===== src/rtl/rand_pkg.sv =====
// Shared definitions for the random-candidate path.
//   state_t      : controller states (IDLE, COLLECT, FIX, HOLD)
//   DEF_*_WIDTH  : default candidate / random-source widths
//   forced_mask  : bit pattern OR-ed into every candidate (top two bits and LSB)
// Candidate widths up to MASK_MAX bits are supported by forced_mask.
package rand_pkg;

    typedef enum logic [1:0] {
        IDLE    = 2'd0,
        COLLECT = 2'd1,
        FIX     = 2'd2,
        HOLD    = 2'd3
    } state_t;

    localparam int DEF_WORD_WIDTH = 32;
    localparam int DEF_RAND_WIDTH = 16;
    localparam int MASK_MAX       = 256;

    // Top bit set keeps the candidate full-width, the next bit keeps the
    // product of two such candidates full-width, bit 0 makes it odd.
    function automatic logic [MASK_MAX-1:0] forced_mask(input int w);
        logic [MASK_MAX-1:0] m;
        m        = '0;
        m[w-1]   = 1'b1;
        m[w-2]   = 1'b1;
        m[0]     = 1'b1;
        return m;
    endfunction

endpackage


===== src/rtl/prime_candidate_gen_mod3_reduce.sv =====
// mod3_reduce: combinational residue of an unsigned value modulo 3.
//   value   in  WIDTH  operand
//   residue out 2      value mod 3 (0, 1 or 2)
// Since 4 == 1 (mod 3), the residue equals the sum of the base-4 digits
// mod 3, so the value is folded two bits at a time with a mod-3 adder.
module mod3_reduce #(
    parameter int WIDTH = 32
) (
    input  logic [WIDTH-1:0] value,
    output logic [1:0]       residue
);

    localparam int PW = ((WIDTH + 1) / 2) * 2;

    logic [PW-1:0] padded;
    assign padded = PW'(value);

    logic [1:0] acc;
    logic [2:0] sum;

    always_comb begin
        acc = 2'd0;
        sum = 3'd0;
        for (int i = 0; i < PW / 2; i++) begin
            sum = {1'b0, acc} + {1'b0, padded[2*i +: 2]};
            acc = (sum >= 3'd3) ? 2'(sum - 3'd3) : sum[1:0];
        end
        residue = acc;
    end

endmodule


===== src/rtl/prime_candidate_gen.sv =====
// prime_candidate_gen: samples a 1-bit/cycle LFSR word every RAND_WIDTH cycles
// so successive chunks share no bits, packs NUM_CHUNKS chunks (first chunk in
// the MS position), forces the top two bits and bit 0, and offers the result
// on a valid/ready handshake. One candidate per start request.
//
// Ports:
//   clk        in   clock
//   rst        in   synchronous active-high reset
//   rand_in    in   RAND_WIDTH  current LFSR state
//   start      in   request a candidate (honoured in IDLE only)
//   busy       out  high whenever not IDLE
//   cand_valid out  candidate available
//   cand_ready in   downstream accepts candidate
//   candidate  out  WORD_WIDTH  packed candidate, held until next FIX
//
// Optional feature: define PRIME_CAND_DIV3_FILTER_EN to reject candidates
// divisible by 3; a rejected attempt restarts collection from scratch.
//
// WORD_WIDTH must be a multiple of RAND_WIDTH, at least 2*RAND_WIDTH and
// no larger than rand_pkg::MASK_MAX; RAND_WIDTH must be even.
module prime_candidate_gen
    import rand_pkg::*;
#(
    parameter int WORD_WIDTH = DEF_WORD_WIDTH,
    parameter int RAND_WIDTH = DEF_RAND_WIDTH
) (
    input  logic                  clk,
    input  logic                  rst,
    input  logic [RAND_WIDTH-1:0] rand_in,
    input  logic                  start,
    output logic                  busy,
    output logic                  cand_valid,
    input  logic                  cand_ready,
    output logic [WORD_WIDTH-1:0] candidate
);

    localparam int NUM_CHUNKS = WORD_WIDTH / RAND_WIDTH;
    localparam int GAP_W      = $clog2(RAND_WIDTH);
    localparam int CHUNK_W    = $clog2(NUM_CHUNKS + 1);

    localparam logic [GAP_W-1:0]      GAP_LAST   = GAP_W'(RAND_WIDTH - 1);
    localparam logic [CHUNK_W-1:0]    CHUNK_LAST = CHUNK_W'(NUM_CHUNKS - 1);
    localparam logic [MASK_MAX-1:0]   MASK_ALL   = forced_mask(WORD_WIDTH);
    localparam logic [WORD_WIDTH-1:0] MASK       = MASK_ALL[WORD_WIDTH-1:0];

    state_t                state;
    logic [GAP_W-1:0]      gap_cnt;
    logic [CHUNK_W-1:0]    chunk_cnt;
    logic [WORD_WIDTH-1:0] shreg;
    logic [WORD_WIDTH-1:0] forced;
    logic                  reject;

    assign forced = shreg | MASK;

`ifdef PRIME_CAND_DIV3_FILTER_EN
    logic [1:0] residue;

    mod3_reduce #(
        .WIDTH (WORD_WIDTH)
    ) u_mod3 (
        .value   (forced),
        .residue (residue)
    );

    assign reject = (residue == 2'd0);
`else
    assign reject = 1'b0;
`endif

    always_ff @(posedge clk) begin
        if (rst) begin
            state      <= IDLE;
            gap_cnt    <= '0;
            chunk_cnt  <= '0;
            shreg      <= '0;
            candidate  <= '0;
            cand_valid <= 1'b0;
            busy       <= 1'b0;
        end else begin
            case (state)
                IDLE: begin
                    if (start) begin
                        state     <= COLLECT;
                        busy      <= 1'b1;
                        gap_cnt   <= '0;
                        chunk_cnt <= '0;
                        shreg     <= '0;
                    end
                end

                COLLECT: begin
                    // Capture only on the wrap edge: the LFSR has then
                    // shifted a whole word since the previous capture.
                    if (gap_cnt == GAP_LAST) begin
                        gap_cnt   <= '0;
                        shreg     <= {shreg[WORD_WIDTH-RAND_WIDTH-1:0], rand_in};
                        chunk_cnt <= chunk_cnt + 1'b1;
                        if (chunk_cnt == CHUNK_LAST)
                            state <= FIX;
                    end else begin
                        gap_cnt <= gap_cnt + 1'b1;
                    end
                end

                FIX: begin
                    if (reject) begin
                        // Retry with a fully fresh set of chunks.
                        state     <= COLLECT;
                        gap_cnt   <= '0;
                        chunk_cnt <= '0;
                        shreg     <= '0;
                    end else begin
                        candidate  <= forced;
                        cand_valid <= 1'b1;
                        state      <= HOLD;
                    end
                end

                HOLD: begin
                    if (cand_ready) begin
                        cand_valid <= 1'b0;
                        busy       <= 1'b0;
                        state      <= IDLE;
                    end
                end

                default: begin
                    state      <= IDLE;
                    cand_valid <= 1'b0;
                    busy       <= 1'b0;
                end
            endcase
        end
    end

endmodule


===== config.mk =====
export PLATFORM = sky130hd
export DESIGN_NAME = prime_candidate_gen
export DESIGN_NICKNAME = d
export VERILOG_FILES = /design/src/rtl/rand_pkg.sv /design/src/rtl/prime_candidate_gen_mod3_reduce.sv /design/src/rtl/prime_candidate_gen.sv
export SDC_FILE = /design/constraint.sdc
export NUM_CORES = 1
export LEC_CHECK = 0
export BUFFER_PORTS_ARGS = -buffer_cell sky130_fd_sc_hd__buf_2
export CAP_MARGIN = 20
export CELL_PAD_IN_SITES_DETAIL_PLACEMENT = 2
export CELL_PAD_IN_SITES_GLOBAL_PLACEMENT = 2
export CORE_MARGIN = 4
export CORE_UTILIZATION = 35
export DETAILED_ROUTE_END_ITERATION = 12
export GPL_TIMING_DRIVEN = 0
export PLACE_DENSITY = 0.89
export SYNTH_ARGS = -nofsm -noshare
export SYNTH_HDL_FRONTEND = slang
export SYNTH_SLANG_ARGS = --single-unit

===== constraint.sdc =====
create_clock -name clk -period 4.8 [get_ports clk]
set_clock_uncertainty 0.05 [all_clocks]
set_input_delay 0.48 -clock clk [delete_from_list [all_inputs] [get_ports clk]]
set_output_delay 0.48 -clock clk [all_outputs]
set_load 0.02 [all_outputs]

; ---- Word-level counts from Yosys, hierarchy flattened
; Cells that the tools add are included.
[word_totals]
regBits = 71
inputBits = 20
output_inout_bits = 34
word_cells = 45
[op_classes]
addsub = 2
n_reduce_logical = 9
n_eq_ne = 9
mux = 18
[op_table]
columns = op, n
row1 = 30-bit two-way mux, 2
row2 = 30-bit one-hot mux with 2 select lines, 1
row3 = 2-bit two-way mux, 6
row4 = 4-bit two-way mux, 2
row5 = "2-bit != test, second input constant", 4
row6 = 2-bit one-hot mux with 4 select lines, 1
row7 = 4-bit one-hot mux with 2 select lines, 1
row8 = 3-bit AND reduction, 2
row9 = 2-bit nonzero test, 3
row10 = "4-bit by 1-bit adder with 4-bit output, second input constant", 1
row11 = "2-bit by 1-bit equality test with 1-bit output, second input constant", 2
row12 = "2-bit equality test, second input constant", 2
row13 = "4-bit equality test, second input constant", 1
row14 = 1-bit one-hot mux with 2 select lines, 2
row15 = 2-bit one-hot mux with 2 select lines, 1
row16 = 2-bit AND reduction, 2
row17 = 4-bit AND reduction, 1
row18 = "2-bit by 1-bit adder with 2-bit output, second input constant", 1
row19 = 2-bit logical NOT, 1
row20 = 1-bit two-way mux, 2

; ---- Depth between registers and ports, before layout
; Gate-level depths: netlist (run 1).
[logic_depth]
word_depth = 4
mapped_depth = 7
mapped_depth_nobuf = 6

; ---- Worst setup path before layout (run 1)
; No wires, ideal clock.
[synth_path]
kind = reg-to-reg
from = reg state[0]
to = reg state[1]
stages_incl_launch_ff = 7
setup_ns = 0.128
t_arrival_ns = 1.455
path_slack_ns = 3.168
path_cell_list = dfxtp_1 inv_1 ha_1 nor2b_1 a2111oi_4 mux2i_1 nor2_1
[synth_via]
elab_chain_len = 3
elab_cells_between_ends = 10
[synth_lines]
columns = item, line_no
row1 = from (decl), prime_candidate_gen.sv:46  ; state_t state;
row2 = from (signal assigned), prime_candidate_gen.sv:72  ; state <= IDLE;
row3 = from (signal assigned), prime_candidate_gen.sv:83  ; state <= COLLECT;
row4 = from (signal assigned), prime_candidate_gen.sv:99  ; state <= FIX;
row5 = "2-bit by 1-bit equality test with 1-bit output, or another cell as far along", prime_candidate_gen.sv:80  ; case (state)
row6 = 2-bit != test (no line), -
row7 = 4-bit AND reduction (no line), -
; Parallel ways exist; a longest one is shown, timed or not.
; A chain may end at the register's enable or synchronous reset.

; ---- Worst setup path after layout (run 1)
[layout_path]
from = reg state[0]
to = reg shreg[15]
[layout_via]
elab_chain_len = 3
elab_cells_between_ends = 7
[layout_lines]
columns = item, line_no
row1 = 2-bit by 1-bit equality test with 1-bit output / 2-bit logical NOT (equally long branches), prime_candidate_gen.sv:80
row2 = 2-bit != test (no line) / 2-bit nonzero test (equally long branches), -
row3 = 3-bit AND reduction (no line), -
row4 = to (signal assigned), prime_candidate_gen.sv:96  ; shreg <= {shreg[WORD_WIDTH-RAND_WIDTH-1:0], rand_in};
row5 = to (decl), prime_candidate_gen.sv:49  ; logic [WORD_WIDTH-1:0] shreg;
; Parallel ways exist; a longest one is shown, timed or not.

==> metrics.txt, run 1 <==
Core Rows 31; post-synthesis cell type count 25; reg2reg path depth 7; wire length per cell 18.8 µm; crit path kind reg2reg; Post-Layout Cell Count 463; ys async rst share 0; dpl cells 448; post-synthesis simple-gate area fraction 0.192; Synth Area in Adders 0.0275; Clock transition at path regs 0.08 ns; Syn Inst Count 297; Pwr Total 1.72 mW; Synth Area in Compound Gates 0.0944; Yosys top cell area share 0.513; Critical Path AT 2.26 ns; FMAX 487 MHz; Hold Vio Cnt, Final 0; GRT Util Overall 0.203; crit-path cells inv_1 > ha_1 > mux2i_2 > a21o_2 > buf_6 > nand2_1 > a21oi_1; Chip Width 96.3 µm; CTS root buffer clkbuf_8; cell family with most CP delay multiplexers; leading post-synthesis cells by cell area dfxtp_1 51%, mux2i_1 11%, a21oi_1 6.8%, nand3_1 5.9%, nor2_1 5.4%; fin. max-slew vios 0; Max H-tree Level 3; first-pass GRT wire length 13900 µm; TritonCTS clock tree done; die height 96.3 µm; routed wire length 8690 µm; Hold Crit Depth 3; CTS sink cnt 70; Clock Path Buffers 2; Area Overhead vs Synth 20.9%; EDFF count, synth 0; setup slack after layout 2.75 ns; grt met3 use 0.0446; Post-synth top cells 70 x dfxtp_1, 39 x nor2_1, 38 x nand2_1; CTS-repair resized insts 0; ratio of cells with drive above 1 in the final layout 0.234; setup slack at placement 2.86 ns; Seq cells post-synth 70; RSZ-0062 raised after global routing no; type of the tightest min-delay check in2reg; total iterations of the first detailed-routing run 5; maximum vdd drop 0.000188 V; final worst path period share 0.428; Synth area leader dfxtp_1; Syn Area/Cell 9.20 µm²; number of antenna violations at the first check in global routing 0; num ports 54; Layout Utilization 0.446; Bufs and invs on worst path 2; pwr/cell area 520 nW/µm²; gpl congestion 0.736; Slew @ Worst Pin 0.617 ns; TritonCTS buffer count 9; Slowest cell on crit path mux2i_2; critical path data required time 5.01 ns; pin count of the biggest net entering global routing 13; Max-slew headroom 0.589; Initial Util 0.369; via count 2343; Synth Area in XOR/XNOR 0.00321; Synth Flop Type dfxtp_1; antenna-violating nets left 0; Die ar. 9280 µm²; min cycle time layout 2.05 ns; vias in the first global route 2638; Clk Latency, worst-skew pair 0.35 ns; worst hold slack 0.352 ns; CP endpoint kind register; Layout Nets 386; busiest grt layer met2; postcts setup bufs 0; gr ovfl total 0; Net Count, Synth 323; synth warn 0; largest family of logic cells by synthesized area simple AND/OR/NAND/NOR gates; critical path depth 7; diode count 0; Post-CTS Hold Buffers 0; crit-path max FO 10; CP max stage delay 0.48 ns; met1 layer usage reported by global route 0.241; Setup Viol. Count Final 0; hpwl dp 5930 µm; placed inst area 3120 µm²; post-synthesis mux area share 0.115; critical path launch point type register; Initial DRC Count 63; setup TNS 0 ns; met2 Use GR 0.371; area of the multi-input gates 1180 µm²; Leak 1.29 nW; register area 1400 µm²; Post-Layout Inst Area 3300 µm²; core area 7410 µm²; PortBufs 52; fill count 813; top-count cell post-synth dfxtp_1; vias per inst 5.06; Mapped Area 2730 µm²; sequential cell area fraction in the yosys report 0.513; max_cap viols 0; post-route DRC violation count 0; status finished clean
## final cells by class
type,instances,share of cell area
Multi-Input combinational cell,200,0.358
Inverter,3,0.00341
Buffer,24,0.0417
Clock buffer,9,0.0375
Timing Repair Buffer,52,0.0788
Sequential cell,70,0.424
Tap cell,99,0.0375
Clock inverter,6,0.0193
## routing by layer
metal  vias up  wire length [µm]
met5         -                 0
met1      1166              3750
met2        48              4540
met4         0                76
met3        10               320
li1       1119                 -
## tightest hold or removal path, delay by kind of cell
kind            cells  cell delay (ns)
buf+inv             1             0.10
compound gates      1             0.07
simple gates        1             0.05
## report_power, final
part           internal (mW)  switching (mW)  total, mW
Combinational          0.206           0.375      0.581
Sequential             0.626          0.0400      0.666
Clock                  0.236           0.234      0.470
Total                   1.07           0.649       1.72
## sequential cells by signal (all words and copies together) (netlist names)
register    count
candidate      30
cand_valid      1
gap_cnt         4
busy            1
state           2
chunk_cnt       2
shreg          30
## worst paths after layout
path	from	endpoint	slack (ns)
hold reg to reg	shreg[14]	shreg[14]	0.42
setup / recovery	state[0]	shreg[15]	2.75
setup reg to reg	state[0]	shreg[15]	2.75
hold / removal	rand_in[1]	shreg[1]	0.35
## logic make-up after synthesis
logic type / after synthesis
adders and majority gates: 6
DFF: 70
and+or+nand+nor: 119
muxes: 31
xor gates and xnor gates: 1
AOI/OAI and AO/OA: 43
buffers and inverters: 27
## cell usage in the layout, fill, tap and decap left out, drive strengths merged
master	count
ha	6
xnor2	1
inv	3
nor3	1
a211oi	1
mux2i	31
bufinv	1
dfxtp	70
o21ai	1
nor2b	5
clkinv	3
nand2	38
a21o	1
nand3	33
buf	65
a21oi	38
o211ai	1
nor3b	1
clkbuf	20
nand3b	2
a2111oi	1
clkinvlp	2
nor2	39
Note: power is estimated with default switching activity, not from simulation.
==> run 2: changes to the inputs <==
Settings changed: CORE_UTILIZATION 35 to 33, PLACE_DENSITY 0.89 to 0.85.
Clock period 4.8 ns to 2.1 ns, I/O delays scaled along.
==> metrics.txt, run 2 (synthesized netlist as in run 1, its figures left out) <==
status finished clean; crit-path max FO 10 (unchanged); Clk Latency, worst-skew pair 0.36 ns (about the same); CP max stage delay 0.45 ns (-0.03 ns); core area 7890 µm² (+6.5%); hpwl dp 5810 µm (-2.1%); Area Overhead vs Synth 20.9% (about the same); Post-CTS Hold Buffers 0 (unchanged); cell family with most CP delay multiplexers; via count 2317 (-1.1%); reg2reg path depth 7 (unchanged); die height 99.0 µm (+2.7%); fill count 908 (+12%); Max H-tree Level 3 (unchanged); worst hold slack 0.0528 ns (-0.299 ns); critical path launch point type register; max_cap viols 0 (unchanged); Critical Path AT 2.17 ns (-0.09 ns); reg-to-reg startpoint state[0]; diode count 0 (unchanged); pin count of the biggest net entering global routing 14 (+1); Core Rows 32 (+3.2%); Layout Nets 386 (unchanged); Clock Path Buffers 2 (unchanged); critical path data required time 2.33 ns (-2.68 ns); first-pass GRT wire length 13600 µm (-2.2%); Layout Utilization 0.419 (-0.0272); fin. max-slew vios 0 (unchanged); total iterations of the first detailed-routing run 4 (-1); TritonCTS buffer count 9 (unchanged); ratio of cells with drive above 1 in the final layout 0.236 (+0.00210); postcts setup bufs 0 (unchanged); Max-slew headroom 0.623 (+0.0343); crit path kind reg2reg; routed wire length 8320 µm (-4.2%); Chip Width 99.0 µm (+2.7%); RR Endpoint shreg[26]; antenna-violating nets left 0 (unchanged); maximum vdd drop 0.000326 V (+73%); gpl congestion 0.738 (+0.31%); Worst setup startpoint state[0]; RSZ-0062 raised after global routing no; gr ovfl total 0 (unchanged); pwr/cell area 1170 nW/µm² (+130%); Slew @ Worst Pin 0.565 ns (-0.0515 ns); critical path depth 7 (unchanged); FMAX 516 MHz (+6.1%); CTS root buffer clkbuf_8; setup slack after layout 0.164 ns (-2.58 ns); num ports 54 (unchanged); wire length per cell 17.8 µm (-5.0%); Slowest cell on crit path mux2i_2; most frequent cells in the layout 70 x dfxtp_1, 57 x buf_2, 39 x nor2_1, 38 x nand2_1, 37 x a21oi_1; Hold Vio Cnt, Final 0 (unchanged); final worst path period share 0.922 (+0.494); number of antenna violations at the first check in global routing 0 (unchanged); setup slack at placement 0.136 ns (-2.72 ns); commonest non-fill, non-tap cell in the layout dfxtp_1; largest registers candidate (30), shreg (30), gap_cnt (4); type of the tightest min-delay check in2reg; Initial DRC Count 76 (+21%); flop-to-flop setup slack 0.16 ns (-2.58 ns); vias in the first global route 2549 (-3.4%); PortBufs 52 (unchanged); Clock transition at path regs 0.08 ns (about the same); Setup Viol. Count Final 0 (unchanged); Pwr Total 3.86 mW (+120%); vias per inst 4.96 (-2.0%); Initial Util 0.346 (-0.0224); Die ar. 9800 µm² (+5.5%); crit-path cells inv_1 > ha_1 > mux2i_2 > a21o_2 > buf_6 > nand2_1 > a21oi_1; setup TNS 0 ns (unchanged); min cycle time layout 1.94 ns (-0.118 ns); CP endpoint kind register; Bufs and invs on worst path 2 (unchanged); post-route DRC violation count 0 (unchanged); crit path capture shreg[26]; Leak 1.28 nW (-0.48%); GRT Util Overall 0.179 (-0.0239); CTS sink cnt 70 (unchanged); TritonCTS clock tree done; CTS-repair resized insts 0 (unchanged)
## run 2: cell types whose count changed in the layout (fill, tap and decap cells not counted)
cell | before | now
bufinv_16 | 1 | 0
clkbuf_8 | 9 | 10
clkinv_2 | 2 | 1
clkinvlp_4 | 2 | 3
inv_6 | 0 | 1
## run 2: report_power, final
group | internal, mW | switching (mW) | leakage, nW
clock | 0.464 | 0.562 | 0.0849
combinational | 0.472 | 0.840 | 0.633
sequential | 1.43 | 0.0929 | 0.565
## run 2: routing by layer
| metal | global-route usage | share of wire | vias up | routed length [µm] |
|---|---|---|---|---|
| met5 | 0 | 0 | - | 0 |
| li1 | - | - | 1123 | - |
| met1 | 0.221 | 0.45 | 1139 | 3770 |
| met2 | 0.306 | 0.50 | 43 | 4130 |
| met4 | 0.0788 | 0.019 | 0 | 162 |
| met3 | 0.0262 | 0.031 | 12 | 255 |
## run 2: worst min-delay path by stage
stage               slack [ns]           end         start  depth (start not counted)
floorplan                 0.31      shreg[0]    rand_in[0]                          2
global placement          0.39  chunk_cnt[1]  chunk_cnt[1]                          2
detailed placement        0.40     shreg[23]     shreg[23]                          2
CTS                       0.04      shreg[2]    rand_in[2]                          3
global route              0.04      shreg[2]    rand_in[2]                          3
finish                    0.05      shreg[2]    rand_in[2]                          3
## run 2: cell type report
cell class | instances | area (µm²) | share of cell area
Buffer | 24 | 138 | 0.0417
Sequential cell | 70 | 1400 | 0.424
Timing Repair Buffer | 52 | 260 | 0.0788
Clock buffer | 10 | 138 | 0.0417
Inverter | 3 | 11.3 | 0.00341
Clock inverter | 6 | 45.0 | 0.0136
Multi-Input combinational cell | 200 | 1180 | 0.358
Tap cell | 102 | 128 | 0.0387
## run 2: through the flow
step                      cell area [µm²]  cells
after floorplan                      2730    297
after global placement               3120    451
after detailed placement             3120    451
after CTS                            3300    467
after global routing                 3300    467
final                                3300    467
## run 2: worst reg2reg max path, delay by kind of cell (launching register included)
kind,cells,cell delay [ns]
AOI/OAI and AO/OA,2,0.37
adders and majority gates,1,0.26
buffers and inverters,2,0.26
DFF,1,0.40
muxes,1,0.45
and+or+nand+nor,1,0.08
==> run 3: changes to the inputs <==
Settings changed: CTS_CLUSTER_DIAMETER set to 80, PLACE_DENSITY 0.85 to unset, PLACE_DENSITY_LB_ADDON set to 0.1.
==> metrics.txt, run 3 (synthesized netlist as in run 1, its figures left out) <==
status finished clean; max_cap viols 0 (unchanged); Layout Utilization 0.426 (+0.00746); Slew @ Worst Pin 0.624 ns (+0.0590 ns); largest registers candidate (30), shreg (30), gap_cnt (4); Initial DRC Count 55 (-28%); Post-CTS Hold Buffers 0 (unchanged); critical path data required time 2.32 ns (about the same); CTS root buffer clkbuf_8; commonest non-fill, non-tap cell in the layout dfxtp_1; Reg power frac 0.369 (-0.025); via count 2273 (-1.9%); crit-path max FO 10 (unchanged); Chip Width 99.0 µm (unchanged); ratio of cells with drive above 1 in the final layout 0.236 (unchanged); type of the tightest min-delay check in2reg; dpl cells 451 (unchanged); num ports 54 (unchanged); Logic pwr share 0.324 (-0.016); vias in the first global route 2425 (-4.9%); Initial Util 0.346 (unchanged); Int Pwr 2.65 mW (+12%); Setup Viol. Count Final 0 (unchanged); Layout Nets 386 (unchanged); Clock transition at path regs 0.08 ns (about the same); CP max stage delay 0.44 ns (about the same); pwr/cell area 1220 nW/µm² (+4.5%); pin count of the biggest net entering global routing 13 (-1); FMAX 520 MHz (+0.66%); crit-path cells ha_1 > buf_2 > clkbuf_1 > nand3_1 > a21oi_1; Hold Crit Depth 3 (unchanged); Die ar. 9800 µm² (unchanged); core area 7890 µm² (unchanged); min cycle time layout 1.92 ns (-0.0127 ns); Max H-tree Level 3 (unchanged); critical path launch point type register; most frequent cells in the layout 70 x dfxtp_1, 57 x buf_2, 39 x nor2_1, 38 x nand2_1, 37 x a21oi_1; Leak 1.32 nW (+2.5%); setup TNS 0 ns (unchanged); TritonCTS clock tree done; total iterations of the first detailed-routing run 4 (unchanged); first-pass GRT wire length 12600 µm (-6.9%); Critical Path AT 2.14 ns (-0.03 ns); gpl congestion 0.710 (-3.9%); antenna-violating nets left 0 (unchanged); Slowest cell on crit path clkbuf_1; post-route DRC violation count 0 (unchanged); CP endpoint kind register; PortBufs 52 (unchanged); Max-slew headroom 0.584 (-0.0393); power share of the clock group 0.307 (+0.041); final worst path period share 0.916 (-0.00605); Post-Layout Cell Count 467 (unchanged); Clk Latency, worst-skew pair 0.34 ns (-0.02 ns); die height 99.0 µm (unchanged); CTS sink cnt 70 (unchanged); Net Sw Frac 0.355 (-0.0320); number of antenna violations at the first check in global routing 0 (unchanged); reg2reg path depth 5 (-2); Psw 1.46 mW (-2.4%); GRT Util Overall 0.167 (-0.0115); maximum vdd drop 0.000471 V (+44%); fin. max-slew vios 0 (unchanged); Area Overhead vs Synth 23.0%; crit path kind reg2reg; vias per inst 4.87 (-1.9%); routed wire length 7880 µm (-5.3%); TritonCTS buffer count 9 (unchanged); diode count 0 (unchanged); Hold Vio Cnt, Final 0 (unchanged); Clock Path Buffers 2 (unchanged); gr ovfl total 0 (unchanged); hpwl dp 5520 µm (-5.0%); RSZ-0062 raised after global routing no; Core Rows 32 (unchanged); wire length per cell 16.9 µm (-5.3%)
==> run 3: final cells by class <==
cell class | count | area, µm²
Inverter | 3 | 11.3
Fill cell | 892 | 4530
Clock inverter | 5 | 81.3
Buffer | 24 | 138
Multi-Input combinational cell | 200 | 1190
Tap cell | 102 | 128
Clock buffer | 11 | 151
Timing Repair Buffer | 52 | 260
Sequential cell | 70 | 1400
==> run 3: path summary, 6_finish.rpt <==
check	startpoint	end	slack, ns
max	state[0]	shreg[9]	0.18
min	rand_in[1]	shreg[1]	0.07
max reg2reg	state[0]	shreg[9]	0.18
min reg2reg	shreg[19]	shreg[19]	0.41
==> run 3: power groups by stage <==
stage | registers (mW) | clock network [mW] | logic [mW]
final | 1.51 | 1.26 | 1.33
after global routing | 1.53 | 1.37 | 1.47
after CTS | 1.52 | 1.30 | 1.33
after detailed placement | 1.55 | 0 | 1.32
after global placement | 1.54 | 0 | 1.28
after floorplan | 1.55 | 0 | 0.921
==> run 3: through the flow <==
| step | hold slack (ns) | area (µm²) | setup WS, ns | power (mW) |
|---|---|---|---|---|
| 2_1_floorplan | 0.312 | 2730 | 0.468 | 2.47 |
| 3_3_place_gp | 0.390 | 3120 | 0.226 | 2.82 |
| 3_5_place_dp | 0.399 | 3120 | 0.144 | 2.87 |
| 4_1_cts | 0.0529 | 3350 | 0.0741 | 4.15 |
| 5_1_grt | 0.0586 | 3360 | 0.00594 | 4.37 |
| 6_report | 0.0668 | 3360 | 0.176 | 4.11 |
==> run 3: repair_timing <==
action | CTS | global route
setup buffers | 0 | 0
hold endpoints to repair | 0 | 0
setup endpoints to repair | 0 | 24
gates resized for setup | 0 | 1
==> run 3: critical path, delay by kind of cell, from the launching register on <==
family	cells	cell delay, ns
buffers and inverters	2	0.72
AO/OA/AOI/OAI	1	0.18
flip-flops	1	0.41
adder cells (fa/ha/maj)	1	0.32
AND/OR/NAND/NOR	1	0.16
==> run 3: metal layers <==
layer / vias to the layer above / track usage / wire [µm]
met2: 51 / 0.267 / 3690
met4: 0 / 0.0662 / 139
met1: 1098 / 0.220 / 3730
li1: 1113 / - / -
met5: - / 0 / 0
met3: 11 / 0.0361 / 321
